### config.mk
export PLATFORM = sky130hd
export DESIGN_NAME = round_ctrl
export DESIGN_NICKNAME = d
export VERILOG_FILES = /design/src/rtl/round_pkg.sv /design/src/rtl/round_watchdog.sv /design/src/rtl/round_ctrl.sv
export SDC_FILE = /design/constraint.sdc
export NUM_CORES = 1
export LEC_CHECK = 0
export CAP_MARGIN = 20
export CORE_AREA = 2 2 204 206
export CTS_BUF_LIST = sky130_fd_sc_hd__clkbuf_4 sky130_fd_sc_hd__clkbuf_8
export DETAILED_ROUTE_END_ITERATION = 10
export DIE_AREA = 0 0 206 208
export PLACE_DENSITY = 0.51
export SLEW_MARGIN = 20
export SYNTH_ARGS = -nofsm -noshare
export SYNTH_HDL_FRONTEND = slang
export SYNTH_SLANG_ARGS = --single-unit
### constraint.sdc
create_clock -name clk -period 1.9 [get_ports clk]
set_input_delay 0.285 -clock clk [delete_from_list [all_inputs] [get_ports clk]]
set_output_delay 0.285 -clock clk [all_outputs]
set_load 0.1 [all_outputs]
### src/rtl/round_pkg.sv
// round_pkg: shared definitions for the round-counter sequencer.
//   - default block width, round count and counter width
//   - sequencer state encoding
package round_pkg;

    localparam int unsigned DATA_W_DEF = 128;
    localparam int unsigned ROUNDS_DEF = 17;
    localparam int unsigned CNT_W_DEF  = 5;

    typedef enum logic [1:0] {
        StIdle,
        StRun,
        StDone,
        StClear
    } round_state_e;

endpackage

### src/rtl/round_watchdog.sv
// round_watchdog: counts consecutive cycles with en high and flags the cycle
// in which the count reaches limit.
// Ports:
//   clk     system clock
//   rst     synchronous active-high reset
//   en      count enable (sequencer in RUN); clearing happens whenever en is low
//   limit   number of enabled cycles allowed
//   expired high during the limit-th consecutive enabled cycle
module round_watchdog #(
    parameter int unsigned W = 5
) (
    input  logic         clk,
    input  logic         rst,
    input  logic         en,
    input  logic [W-1:0] limit,
    output logic         expired
);

    logic [W-1:0] count_q;

    // count_q holds the number of enabled cycles already completed.
    always_ff @(posedge clk) begin
        if (rst || !en) begin
            count_q <= '0;
        end else if (!expired) begin
            count_q <= count_q + W'(1);
        end
    end

    assign expired = en && (count_q == (limit - W'(1)));

endmodule

### src/rtl/round_ctrl.sv
// round_ctrl: initiator-side sequencer for the block-cipher round counter.
// Accepts one block, holds start to the external counter while one round per
// count value is applied, presents the result, then drops start for one cycle
// so the counter clears before the next job.
// Ports:
//   clk, rst               clock, synchronous active-high reset
//   in_valid/in_ready/in_data     upstream block handshake
//   start                  registered request to the round counter
//   cnt, cnt_end           counter value and terminal flag
//   round_en, round_idx    apply-round strobe and round number (= cnt)
//   dp_state, dp_next      state to / result from the round function
//   out_valid/out_ready/out_data  downstream result handshake
//   err                    sticky watchdog fault, cleared only by rst
module round_ctrl
    import round_pkg::*;
#(
    parameter int unsigned DATA_W = DATA_W_DEF,
    parameter int unsigned ROUNDS = ROUNDS_DEF,
    parameter int unsigned CNT_W  = CNT_W_DEF,
    parameter int unsigned WDOG   = ROUNDS + 3
) (
    input  logic              clk,
    input  logic              rst,
    input  logic              in_valid,
    output logic              in_ready,
    input  logic [DATA_W-1:0] in_data,
    output logic              start,
    input  logic [CNT_W-1:0]  cnt,
    input  logic              cnt_end,
    output logic              round_en,
    output logic [CNT_W-1:0]  round_idx,
    output logic [DATA_W-1:0] dp_state,
    input  logic [DATA_W-1:0] dp_next,
    output logic              out_valid,
    input  logic              out_ready,
    output logic [DATA_W-1:0] out_data,
    output logic              err
);

    localparam int unsigned WD_W = $clog2(WDOG + 1);

    round_state_e      state_q, state_d;
    logic              start_q, start_d;
    logic [DATA_W-1:0] data_q, data_d;
    logic              err_q, err_d;
    // High for the first cycle after reset: start has only just dropped, so the
    // counter may still show a stale non-zero value with cnt_end low.
    logic              fresh_q;
    logic              run_en;
    logic              wd_expired;

    assign run_en = (state_q == StRun);

    round_watchdog #(
        .W(WD_W)
    ) u_wdog (
        .clk    (clk),
        .rst    (rst),
        .en     (run_en),
        .limit  (WD_W'(WDOG)),
        .expired(wd_expired)
    );

    always_comb begin
        state_d   = state_q;
        start_d   = start_q;
        data_d    = data_q;
        err_d     = err_q;
        in_ready  = 1'b0;
        round_en  = 1'b0;
        out_valid = 1'b0;
        unique case (state_q)
            StIdle: begin
                in_ready = ~cnt_end & ~fresh_q;
                if (in_valid && in_ready) begin
                    data_d  = in_data;
                    start_d = 1'b1;
                    state_d = StRun;
                end
            end
            StRun: begin
                start_d  = 1'b1;
                round_en = ~cnt_end & (cnt < CNT_W'(ROUNDS));
                if (round_en) begin
                    data_d = dp_next;
                end
                // A terminal count wins over a watchdog expiry in the same cycle.
                if (cnt_end) begin
                    state_d = StDone;
                end else if (wd_expired) begin
                    err_d   = 1'b1;
                    start_d = 1'b0;
                    state_d = StClear;
                end
            end
            StDone: begin
                out_valid = 1'b1;
                if (out_ready) begin
                    start_d = 1'b0;
                    state_d = StClear;
                end
            end
            StClear: begin
                start_d = 1'b0;
                state_d = StIdle;
            end
            default: begin
                start_d = 1'b0;
                state_d = StIdle;
            end
        endcase
    end

    always_ff @(posedge clk) begin
        if (rst) begin
            state_q <= StIdle;
            start_q <= 1'b0;
            data_q  <= '0;
            err_q   <= 1'b0;
            fresh_q <= 1'b1;
        end else begin
            state_q <= state_d;
            start_q <= start_d;
            data_q  <= data_d;
            err_q   <= err_d;
            fresh_q <= 1'b0;
        end
    end

    assign start     = start_q;
    assign round_idx = cnt;
    assign dp_state  = data_q;
    assign out_data  = data_q;
    assign err       = err_q;

endmodule

### Word-level counts from Yosys, hierarchy flattened

Index checks and enable logic that the tools add are counted.

* bits of input ports: 266
* bits in registers: 138
* output and inout bits: 266

* add/subtract/negate cells: 1
* bitwise logic cells: 4
* multiplexer cells: 17
* reduce and logical (&&, ||, !) cells: 10
* equality and inequality tests: 8
* order comparisons: 1

Operators with widths (count)
* 128-bit 2-to-1 mux: 2
* 128-bit case mux with 2 select lines: 1
* 3-bit AND reduction: 3
* 1-bit 2-to-1 mux: 8
* 2-bit 2-to-1 mux: 4
* 2-bit case mux with 4 select lines: 1
* 2-bit inequality test (second input constant): 3
* 5-bit by 1-bit adder with 5-bit output (second input constant): 1
* 5-bit equality test (second input constant): 1
* 5-bit less-than comparator (second input constant): 1
* 2-bit equality test (second input constant): 2
* 1-bit case mux with 4 select lines: 1
* 3-bit inequality test (second input constant): 1
* 1-bit AND: 2
* 2-bit by 1-bit equality test with 1-bit output (second input constant): 1
* 1-bit logical AND: 2
* 2-bit zero test: 1
* 1-bit inverter: 2
* 2-bit AND reduction: 1
* 2-bit nonzero test: 1
* 1-bit zero test: 1
* 1-bit logical OR: 1

### Depth between registers and ports, before layout

Gate-level depths: netlist (run 1).

* word-level depth: 5
* gate-level depth with buffers: 9
* depth with buffers taken out: 6

### By module

From an unflattened synthesis (run 1), not the netlist that was laid out.

* cell total of the unflattened synthesis: 786
* area total of the unflattened synthesis: 7490.9 um2

Modules (own cells, without submodules)
* round_ctrl: cells each 740, area an instance 7098.1 um2, seq. area each 2662.6 um2, times used 1
* round_watchdog: cells each 46, area an instance 392.9 um2, seq. area each 100.1 um2, times used 1

### Worst setup path after synthesis (run 1)

Ideal clock, no wire load.

* kind: reg2out
* from: register state_q[1]
* to: output round_en
* path buffers: 1
* stages on the path, launching flop included: 6
* data arrival time: 3223 ps
* slack: -1608 ps
* path through: dfxtp_1 inv_1 ha_1 clkbuf_1 nor2b_1 a21boi_0

* cells in the longest elaborated chain, start to end: 2

Ends and longest elaborated chain
* from (decl): line round_ctrl.sv:42 `round_state_e state_q, state_d;`
* from (signal assigned): line round_ctrl.sv:116 `state_q <= StIdle;`
* from (signal assigned): line round_ctrl.sv:122 `state_q <= state_d;`
* 2-bit by 1-bit equality test with 1-bit output: line round_ctrl.sv:72 `unique case (state_q)`
* 1-bit 2-to-1 mux: line round_ctrl.sv:72
* to (decl): line round_ctrl.sv:30 `output logic round_en,`

No other way between the ends.

### Worst setup path after layout (run 1)

* from: input cnt[3]
* to: output round_en

* cells in the longest elaborated chain, start to end: 3

Ends and longest elaborated chain
* from (decl): line round_ctrl.sv:28 `input logic [CNT_W-1:0] cnt,`
* 5-bit less-than comparator: line round_ctrl.sv:83 `round_en = ~cnt_end & (cnt < CNT_W'(ROUNDS));`
* 1-bit AND: line round_ctrl.sv:83
* 1-bit 2-to-1 mux: line round_ctrl.sv:72

No other way between the ends.

==> run summary, run 1 <==
The sequential element share of the synthesized area came out at 0.354. In this run the clock root is driven by a sky130_fd_sc_hd__clkbuf_8. TritonCTS built the clock tree. After layout, the worst setup slack is -88.1 ps. The buffering stage count on the worst path with inverters included is 2. The cell accounting for the most synthesized area is sky130_fd_sc_hd__dfxtp_1. Grouping stages by cell kind, the critical path spends the most delay in buffers and inverters. The slowest stage of the critical path is the sky130_fd_sc_hd__or4_4 cell. For the pin with the worst max-slew slack, the measured transition is 497 ps. The final-layout setup total negative slack came out at -1950 ps. The met1 routing resource usage after global routing came out at 0.148. The worst hold slack after final layout is 84.9 ps. The first global-routing pass estimated 41500 um of wire. The starting density of the core came out at 0.192. Setup repair after global routing could not meet its margin everywhere.

By area the synthesized netlist is led by sky130_fd_sc_hd__dfxtp_1, sky130_fd_sc_hd__a211oi_2, sky130_fd_sc_hd__mux2i_1. The number of DRC markers after the initial detailed-route iteration came out at about 150. The critical path data required time came out at 1620 ps. For this run, global-route usage on met2 was measured as 0.235. The most critical setup path has its startpoint at cnt[3]. 532 I/O pins were placed. The horizontal die dimension came out at 206 um.

The critical path goes through clkdlybuf4s50_1 > or4_4 > a21boi_4 > buf_12. The shortest clock period the worst path allows after layout is 1990 ps. The synthesized instance count came out at about 760. The total of flip-flops plus latches after synthesis is 138. The share of the core filled with cells in the final layout is 0.361.

The critical path runs through a total of 4 cells. In this run the critical register-to-register path is captured at dp_state[72]$_SDFFE_PP0P_. The longest clock path from root to sink contains 2 buffers.

After synthesis the cells add up to 7800 sq um. Of the post-synthesis cell area, the dominant cell type holds 0.354. The highest attainable clock frequency is 503 MHz. The hold path startpoint is rst.

The number of nets produced by synthesis came out at 1034. The type of element capturing the critical path is a primary output. Clock tree synthesis inserted a total of 17 buffers. In the routed layout, each cell is associated on average with a via count of slightly above 4. The flow ran to the end, but the final reports show violations. The number of I/O port buffers came out at 531. The count of standard-cell rows is 74.

The setup slack at placement came out at -750 ps. The depth of the most critical reg-to-reg path is 11. The via count of the first global-routing pass is 7003. For this run, the number of Yosys warnings is 0. The global placement routability congestion came out at roughly 0.75. The total grt overflow is 0.

The synthesized area per cell is 10.2 sq um. The area of the die came out at 42800 sq um. The critical register-to-register path startpoint is state_q[1]$_SDFFE_PP0P_. The final wirelength came out at 30500 um. The biggest fanout along the worst timing path came out at 2.

The wire-length estimate of the detail-placed layout is 21800 um. The tightest slew margin relative to the limit came out at 0.664. The worst setup path is of the in2out kind. The total routing resource utilization after global routing came out at 0.129. The path category of the worst min-delay check is in2reg. The global-route track usage on met3 is 0.0287. The via count is 7255.

Of the available clock period, the critical path in the final layout requires 1.05. The number of antenna repair diodes is 0. Of the cells placed in the final design, the portion with a size suffix greater than 1 is 0.528. The remaining antenna violation count came out at 0. The arrival time of the worst setup path is about 1700 ps. The checks that failed: setup timing. The average wire per standard cell came out at 16.9 um. The clock slew seen by the registers of the worst setup and hold paths is 80 ps. The number of pins with negative max-slew slack in the final report came out at 0. In the routed design, unresolved DRC markers number 0.

The TritonCTS sink count came out at 138. The category of the worst setup path launch point is an input port. The final count of hold timing violations came out at 0. For this run, the slowest stage of the critical path takes 550 ps. The busiest metal layer after global routing is met2. Entering global routing, the biggest net connects between 50 and 60 pins. The first detailed-routing pass ran for 4 iterations. The final setup skew is ~13 ps. The overall die height is between 200 and 250 um.

The count of H-tree levels built during CTS is 4. The initial antenna violation count came out at 0. Setup violations remaining at the end of the flow were counted as 86. The net total in the final layout came out at roughly 1.5k. The max capacitance violation total is 0. For flop-to-flop paths, the worst setup slack is -50 ps. The post-cts hold buffer count is 0. The later pin in the worst-skew pair is clocked with a latency of 480 ps. The critical path ends at round_en.

The number of unique standard cell types used by synthesis is 34. The total area inside the core boundary comes to 40600 sq um. The growth of design area from synthesis to finish is 87.5%.
==> layout by cell type, fill, tap and decap left out, types with 3 or more instances in the layout <==
cell type / n
sky130_fd_sc_hd__buf_4: 300
sky130_fd_sc_hd__clkdlybuf4s50_1: 264
sky130_fd_sc_hd__dfxtp_1: 136
sky130_fd_sc_hd__mux2i_1: 129
sky130_fd_sc_hd__a211oi_2: 127
sky130_fd_sc_hd__nor2_2: 57
sky130_fd_sc_hd__nor2_1: 40
sky130_fd_sc_hd__buf_6: 40
sky130_fd_sc_hd__nor2_4: 39
sky130_fd_sc_hd__buf_12: 23
sky130_fd_sc_hd__clkbuf_8: 20
sky130_fd_sc_hd__buf_8: 18
sky130_fd_sc_hd__clkbuf_16: 12
sky130_fd_sc_hd__buf_16: 6
sky130_fd_sc_hd__nand2_1: 4
sky130_fd_sc_hd__clkinv_4: 4
sky130_fd_sc_hd__a21oi_1: 3
sky130_fd_sc_hd__ha_1: 3
sky130_fd_sc_hd__bufinv_16: 3
==> stage by stage <==
stage	area, sq um	cells
finish	14600	1797
global route	14600	1797
CTS	13500	1766
detailed placement	12500	1695
global placement	12500	1695
floorplan	7830	762
==> sequential cells by signal, indices dropped and copies added, names as in the netlist <==
register,count
fresh_q,1
err,1
state_q,2
start,1
u_wdog.count_q,5
dp_state,128
==> worst register-to-register path: cells and delay by family, from the launching register on <==
family,cells,cell delay (ps)
buffers and inverters,7,900
adders and majority gates,1,160
DFF,1,350
AOI/OAI and AO/OA,2,280
and+or+nand+nor,1,130
==> synthesized netlist by cell type <==
| library cell | n |
|---|---|
| sky130_fd_sc_hd__a211o_1 | 1 |
| sky130_fd_sc_hd__a211oi_1 | 9 |
| sky130_fd_sc_hd__a211oi_2 | 120 |
| sky130_fd_sc_hd__a21boi_0 | 1 |
| sky130_fd_sc_hd__a21o_1 | 1 |
| sky130_fd_sc_hd__a21oi_1 | 3 |
| sky130_fd_sc_hd__a221oi_1 | 1 |
| sky130_fd_sc_hd__a221oi_2 | 1 |
| sky130_fd_sc_hd__and2_1 | 1 |
| sky130_fd_sc_hd__buf_1 | 1 |
| sky130_fd_sc_hd__buf_2 | 3 |
| sky130_fd_sc_hd__buf_4 | 146 |
| sky130_fd_sc_hd__buf_6 | 13 |
| sky130_fd_sc_hd__clkbuf_1 | 28 |
| sky130_fd_sc_hd__dfxtp_1 | 138 |
| sky130_fd_sc_hd__ha_1 | 6 |
| sky130_fd_sc_hd__inv_1 | 2 |
| sky130_fd_sc_hd__mux2_2 | 1 |
| sky130_fd_sc_hd__mux2i_1 | 129 |
| sky130_fd_sc_hd__nand2_1 | 4 |
| sky130_fd_sc_hd__nand2b_1 | 2 |
| sky130_fd_sc_hd__nand3_1 | 2 |
| sky130_fd_sc_hd__nand4bb_1 | 1 |
| sky130_fd_sc_hd__nor2_1 | 136 |
| sky130_fd_sc_hd__nor2b_1 | 2 |
| sky130_fd_sc_hd__nor3b_1 | 1 |
| sky130_fd_sc_hd__nor4_1 | 1 |
| sky130_fd_sc_hd__nor4bb_1 | 1 |
| sky130_fd_sc_hd__o21ai_1 | 1 |
| sky130_fd_sc_hd__o21bai_1 | 1 |
| sky130_fd_sc_hd__or3b_2 | 1 |
| sky130_fd_sc_hd__or4_1 | 1 |
| sky130_fd_sc_hd__xnor2_1 | 1 |
| sky130_fd_sc_hd__xor2_1 | 2 |
==> how the worst min path moves through the flow <==
stage | to | cells after the start | slack, ps
after floorplan | fresh_q$_DFF_P_ | 0 | 310
after global placement | start$_SDFFE_PP0P_ | 2 | 450
after detailed placement | start$_SDFFE_PP0P_ | 2 | 450
after CTS | fresh_q$_DFF_P_ | 1 | 20
after global routing | fresh_q$_DFF_P_ | 1 | 30
final | fresh_q$_DFF_P_ | 1 | 80
==> repair_timing <==
| item | in CTS | in global routing |
|---|---|---|
| pin swaps | 30 | 95 |
| gates resized for setup | 47 | 196 |
| setup endpoints to repair | 130 | 130 |
| setup buffers | 35 | 20 |
| gates cloned | 5 | 12 |
==> metal layers <==
layer / part of all wire / vias to the layer above / wire length (um)
met2: 0.52 / 260 / 16000
met3: 0.056 / 16 / 1700
met4: 0.011 / 0 / 323
met1: 0.41 / 3427 / 12500
li1: - / 3552 / -
met5: 0 / - / 0
==> cells by family (layout without fill, tap and decap cells) <==
logic type                 Yosys count  in the layout  share of synthesized area
AOI/OAI and AO/OA                  139            139                      0.211
xor gates and xnor gates             3              3                    0.00337
adders and majority gates            6              6                    0.00962
buffers and inverters              193            696                      0.176
DFF                                138            138                      0.354
muxes                              130            130                      0.167
and+or+nand+nor                    153            153                     0.0792
==> layout make-up <==
type,instances,area (sq um)
multi-input cells,431,4210
repair buffers,663,6540
inverters,2,12.5
flip-flops and latches,138,2770
clock inverters,9,139
fillers,3998,25900
clock buffers,22,290
well taps,532,666
Power of run 1 is left out: the tool's default activity adds up to more than one toggle a clock period on the data nets, which glitch-free logic cannot reach.
==> run 2: changes to the inputs <==
Settings changed: SLEW_MARGIN 20 to default.
==> results of run 2 <==
The final DEF is identical to that of run 1; final timing and power are the same.
Power of run 2 is left out for the same reason.
==> run 3: changes to the inputs <==
--- a/config.mk
+++ b/config.mk
@@ -7,7 +7,8 @@
 export LEC_CHECK = 0
+export ABC_AREA = 1
 export CAP_MARGIN = 20
-export CORE_AREA = 2 2 204 206
+export CORE_AREA = 2 2 205 207
 export CTS_BUF_LIST = sky130_fd_sc_hd__clkbuf_4 sky130_fd_sc_hd__clkbuf_8
 export DETAILED_ROUTE_END_ITERATION = 10
-export DIE_AREA = 0 0 206 208
+export DIE_AREA = 0 0 207 209
 export PLACE_DENSITY = 0.51
==> constraint.sdc (replaced) <==
create_clock -name clk -period 1.9 [get_ports clk]
set_input_delay 0.38 -clock clk [delete_from_list [all_inputs] [get_ports clk]]
set_output_delay 0.38 -clock clk [all_outputs]
set_load 0.1 [all_outputs]
==> run summary, run 3 <==
The count of standard-cell rows is 75 (+1.4%). The global placement routability congestion came to 0.765 (+2.0%). The path category of the worst min-delay check is reg2reg. The worst setup path category is reg2out.

The total DRC errors in the routed layout came out at 0 (unchanged). The highest attainable clock frequency is 537 MHz (+6.7%). The share of cells above drive strength 1 is 0.272 (-0.256).

The share of the core filled with cells in the final layout came to 0.358 (-0.00288). The number of I/O port buffers is 531 (unchanged). The starting density of the core is 0.197 (+0.00415). The shortest clock period the worst path allows after layout came out at 1860 ps (-125 ps).

The final-report setup violation count was 0 (-100%). The total routing resource utilization after global routing came out at 0.136 (+0.00715). By instance count, the leading cell after synthesis is sky130_fd_sc_hd__buf_4.

The tightest slew margin relative to the limit was 0.757 (+0.0933). The max capacitance violation total is 0 (unchanged). The number of pins with negative max-slew slack in the final report came out at 0 (unchanged). The portion of synthesized cell area occupied by the leading cell type was 0.340 (-0.0136).

By count the netlist is led by sky130_fd_sc_hd__buf_4, sky130_fd_sc_hd__nand2_1, sky130_fd_sc_hd__dfxtp_1. The mean number of vias per cell is 4.10 (+1.7%). The synthesized instance count is 1060 (+39%). The count of H-tree levels built during CTS came out at 4 (unchanged). In the synthesized netlist the dominant register cell turns out to be sky130_fd_sc_hd__dfxtp_1.

The net total in the final layout is 1760 (+15%). The slew at the pin closest to its max-slew limit is 354 ps (-143 ps). The clock network latency to the later pin of the worst-skew pair came out at 490 ps (about the same). The clock buffer count from CTS came out at 17 (unchanged). The length of the first detailed-routing pass in iterations is 4 (unchanged). The worst-case clock buffer depth came out at 2 (unchanged). The total I/O pin count came to 532 (unchanged). The post-DP HPWL is 24300 um (+12%). The overall die height is 209 um (+0.48%). The number of DRC markers after the initial detailed-route iteration was 327 (+120%).

The via count came out at 8377 (+15%). The most common library cell in the layout ignoring fill and taps is sky130_fd_sc_hd__clkdlybuf4s50_1. The final wirelength is 30600 um (+0.52%). The biggest fanout along the worst timing path is 3 (+1). The number of cells in the finished layout apart from fillers came out at 2041 (+14%). The number of instances in the placed design came out at 1996 (+18%). STA classifies the critical path endpoint as a primary output.

The first-pass GRT wire length came to 46100 um (+11%). The total grt overflow is 0 (unchanged). The number of nets produced by synthesis is 1332 (+29%).

The clock slew seen by the registers of the worst setup and hold paths came out at 90 ps (about the same). The signal on the critical path passes through inv_6 > ha_4 > inv_4 > nor2_4 > nand2_4 > inv_4 > buf_12. The initial antenna violation count is 1 (+1). The number of enable flip-flop cells after synthesis is 0 (unchanged). The horizontal die dimension came out at 207 um (+0.49%). The remaining antenna violation count came to 0 (unchanged).

The synthesized area per cell is 7.66 sq um (-25%). In the layout the commonest cells are sky130_fd_sc_hd__clkdlybuf4s50_1, sky130_fd_sc_hd__buf_4, sky130_fd_sc_hd__nand2_1. The count of filler cells inserted in the layout came to 4252 (+6.4%).

The number of unique standard cell types used by synthesis is 25 (-26%). The startpoint identified for the worst hold timing path is err$_SDFFE_PP0P_. The flip-flop count of the largest register after layout was 128 (unchanged). The average wire per standard cell came out at 15.0 um (-11%). The worst setup path startpoint is state_q[1]$_SDFFE_PP0P_. The final setup skew is 14.0 ps (+0.973 ps). The run finished with clean final reports. The pin count of the biggest net entering global routing was 45 (-24%). TritonCTS built the clock tree.

The summed instance area of the synthesized netlist came out at 8120 sq um (+4.0%). The largest stage delay on the critical path was 360 ps (-190 ps). The fraction of registers with async set/reset came to 0 (unchanged). The via count of the first global-routing pass came out at 8120 (+16%). The slowest stage of the critical path belongs to the cell sky130_fd_sc_hd__dfxtp_4. The startpoint identified for the worst register-to-register timing path is state_q[1]$_SDFFE_PP0P_. The area of the die is 43300 sq um (+0.97%). The critical path data required time is 1520 ps (-100 ps). CTS placed an instance of sky130_fd_sc_hd__clkbuf_8 at the clock tree root. The growth of design area from synthesis to finish is 82.1%.

The sequential element share of the synthesized area is 0.340 (-0.0136). The count of yosys warnings during synthesis came out at 0 (unchanged). The worst setup path is launched from a flip-flop. The final worst-path cycle share is 0.980 (-0.0659). The total of flip-flops plus latches after synthesis came out at 138 (unchanged). The cell accounting for the most synthesized area is sky130_fd_sc_hd__dfxtp_1. The arrival time of the worst setup path came to 1480 ps (-220 ps).

The TritonCTS sink count is 138 (unchanged). Setup repair after global routing could not meet its margin everywhere. The placeable core region is 41300 sq um (+1.8%). Sorting the synthesized cells by area gives the leading types as sky130_fd_sc_hd__dfxtp_1, sky130_fd_sc_hd__mux2i_1, sky130_fd_sc_hd__buf_4. The cell that appears most often on the critical path is sky130_fd_sc_hd__inv_4. The final count of hold timing violations is 0 (unchanged).
## run 3: kinds of logic after synthesis
| group | Yosys count | share of synthesized area |
|---|---|---|
| buffers and inverters | 228 | 0.186 |
| multiplexers | 128 | 0.158 |
| adder cells (fa/ha/maj) | 6 | 0.00925 |
| AO/OA/AOI/OAI | 140 | 0.0870 |
| AND/OR/NAND/NOR | 418 | 0.217 |
| XOR/XNOR | 2 | 0.00216 |
| flip-flops | 138 | 0.340 |
## run 3: what timing repair did
action / in CTS / in global routing
pin swaps: 3 / 3
gates cloned: 0 / 0
resized for setup: 14 / 2
buffers inserted: 8 / 5
hold buffers: 0 / 0
setup endpoints to repair: 3 / 3
## run 3: layer usage
metal	wire (um)	GRT usage
met1	12900	0.162
met3	1690	0.0334
met5	0	0
met2	15600	0.240
met4	410	0.0406
## run 3: worst paths after layout
| kind | end | slack [ps] | depth (start not counted) |
|---|---|---|---|
| max reg2reg | dp_state[10]$_SDFFE_PP0P_ | 120 | 13 |
| max | round_en | 40 | 7 |
| min reg2reg | err$_SDFFE_PP0P_ | 460 | 2 |
| min | err$_SDFFE_PP0P_ | 460 | 2 |
## run 3: per-stage QoR
stage          cell area, sq um  hold WS, ps  TNS (ps)  setup slack (ps)
2_1_floorplan              8130          408         0              13.4
3_3_place_gp              14200          443      -179             -36.5
3_5_place_dp              14200          446     -1470             -60.6
4_1_cts                   14700          460      -132             -84.1
5_1_grt                   14800          468      -104             -67.8
6_report                  14800          458         0              37.1
## run 3: area by class of cell
type | instances | area [sq um] | area share
clock inverters | 9 | 111 | 0.00754
clock buffers | 23 | 304 | 0.0206
repair buffers | 627 | 6960 | 0.471
flip-flops and latches | 138 | 2770 | 0.187
diodes | 1 | 2.50 | 0.000169
well taps | 539 | 674 | 0.0456
multi-input cells | 694 | 3900 | 0.264
inverters | 10 | 52.6 | 0.00356
## run 3: worst max-delay path: cells and delay by family, from the launching register on
family / cells / cell delay, ps
flip-flops: 1 / 360
buffers and inverters: 4 / 330
AND/OR/NAND/NOR: 2 / 180
adder cells (fa/ha/maj): 1 / 130
Power of run 3 is left out for the same reason.
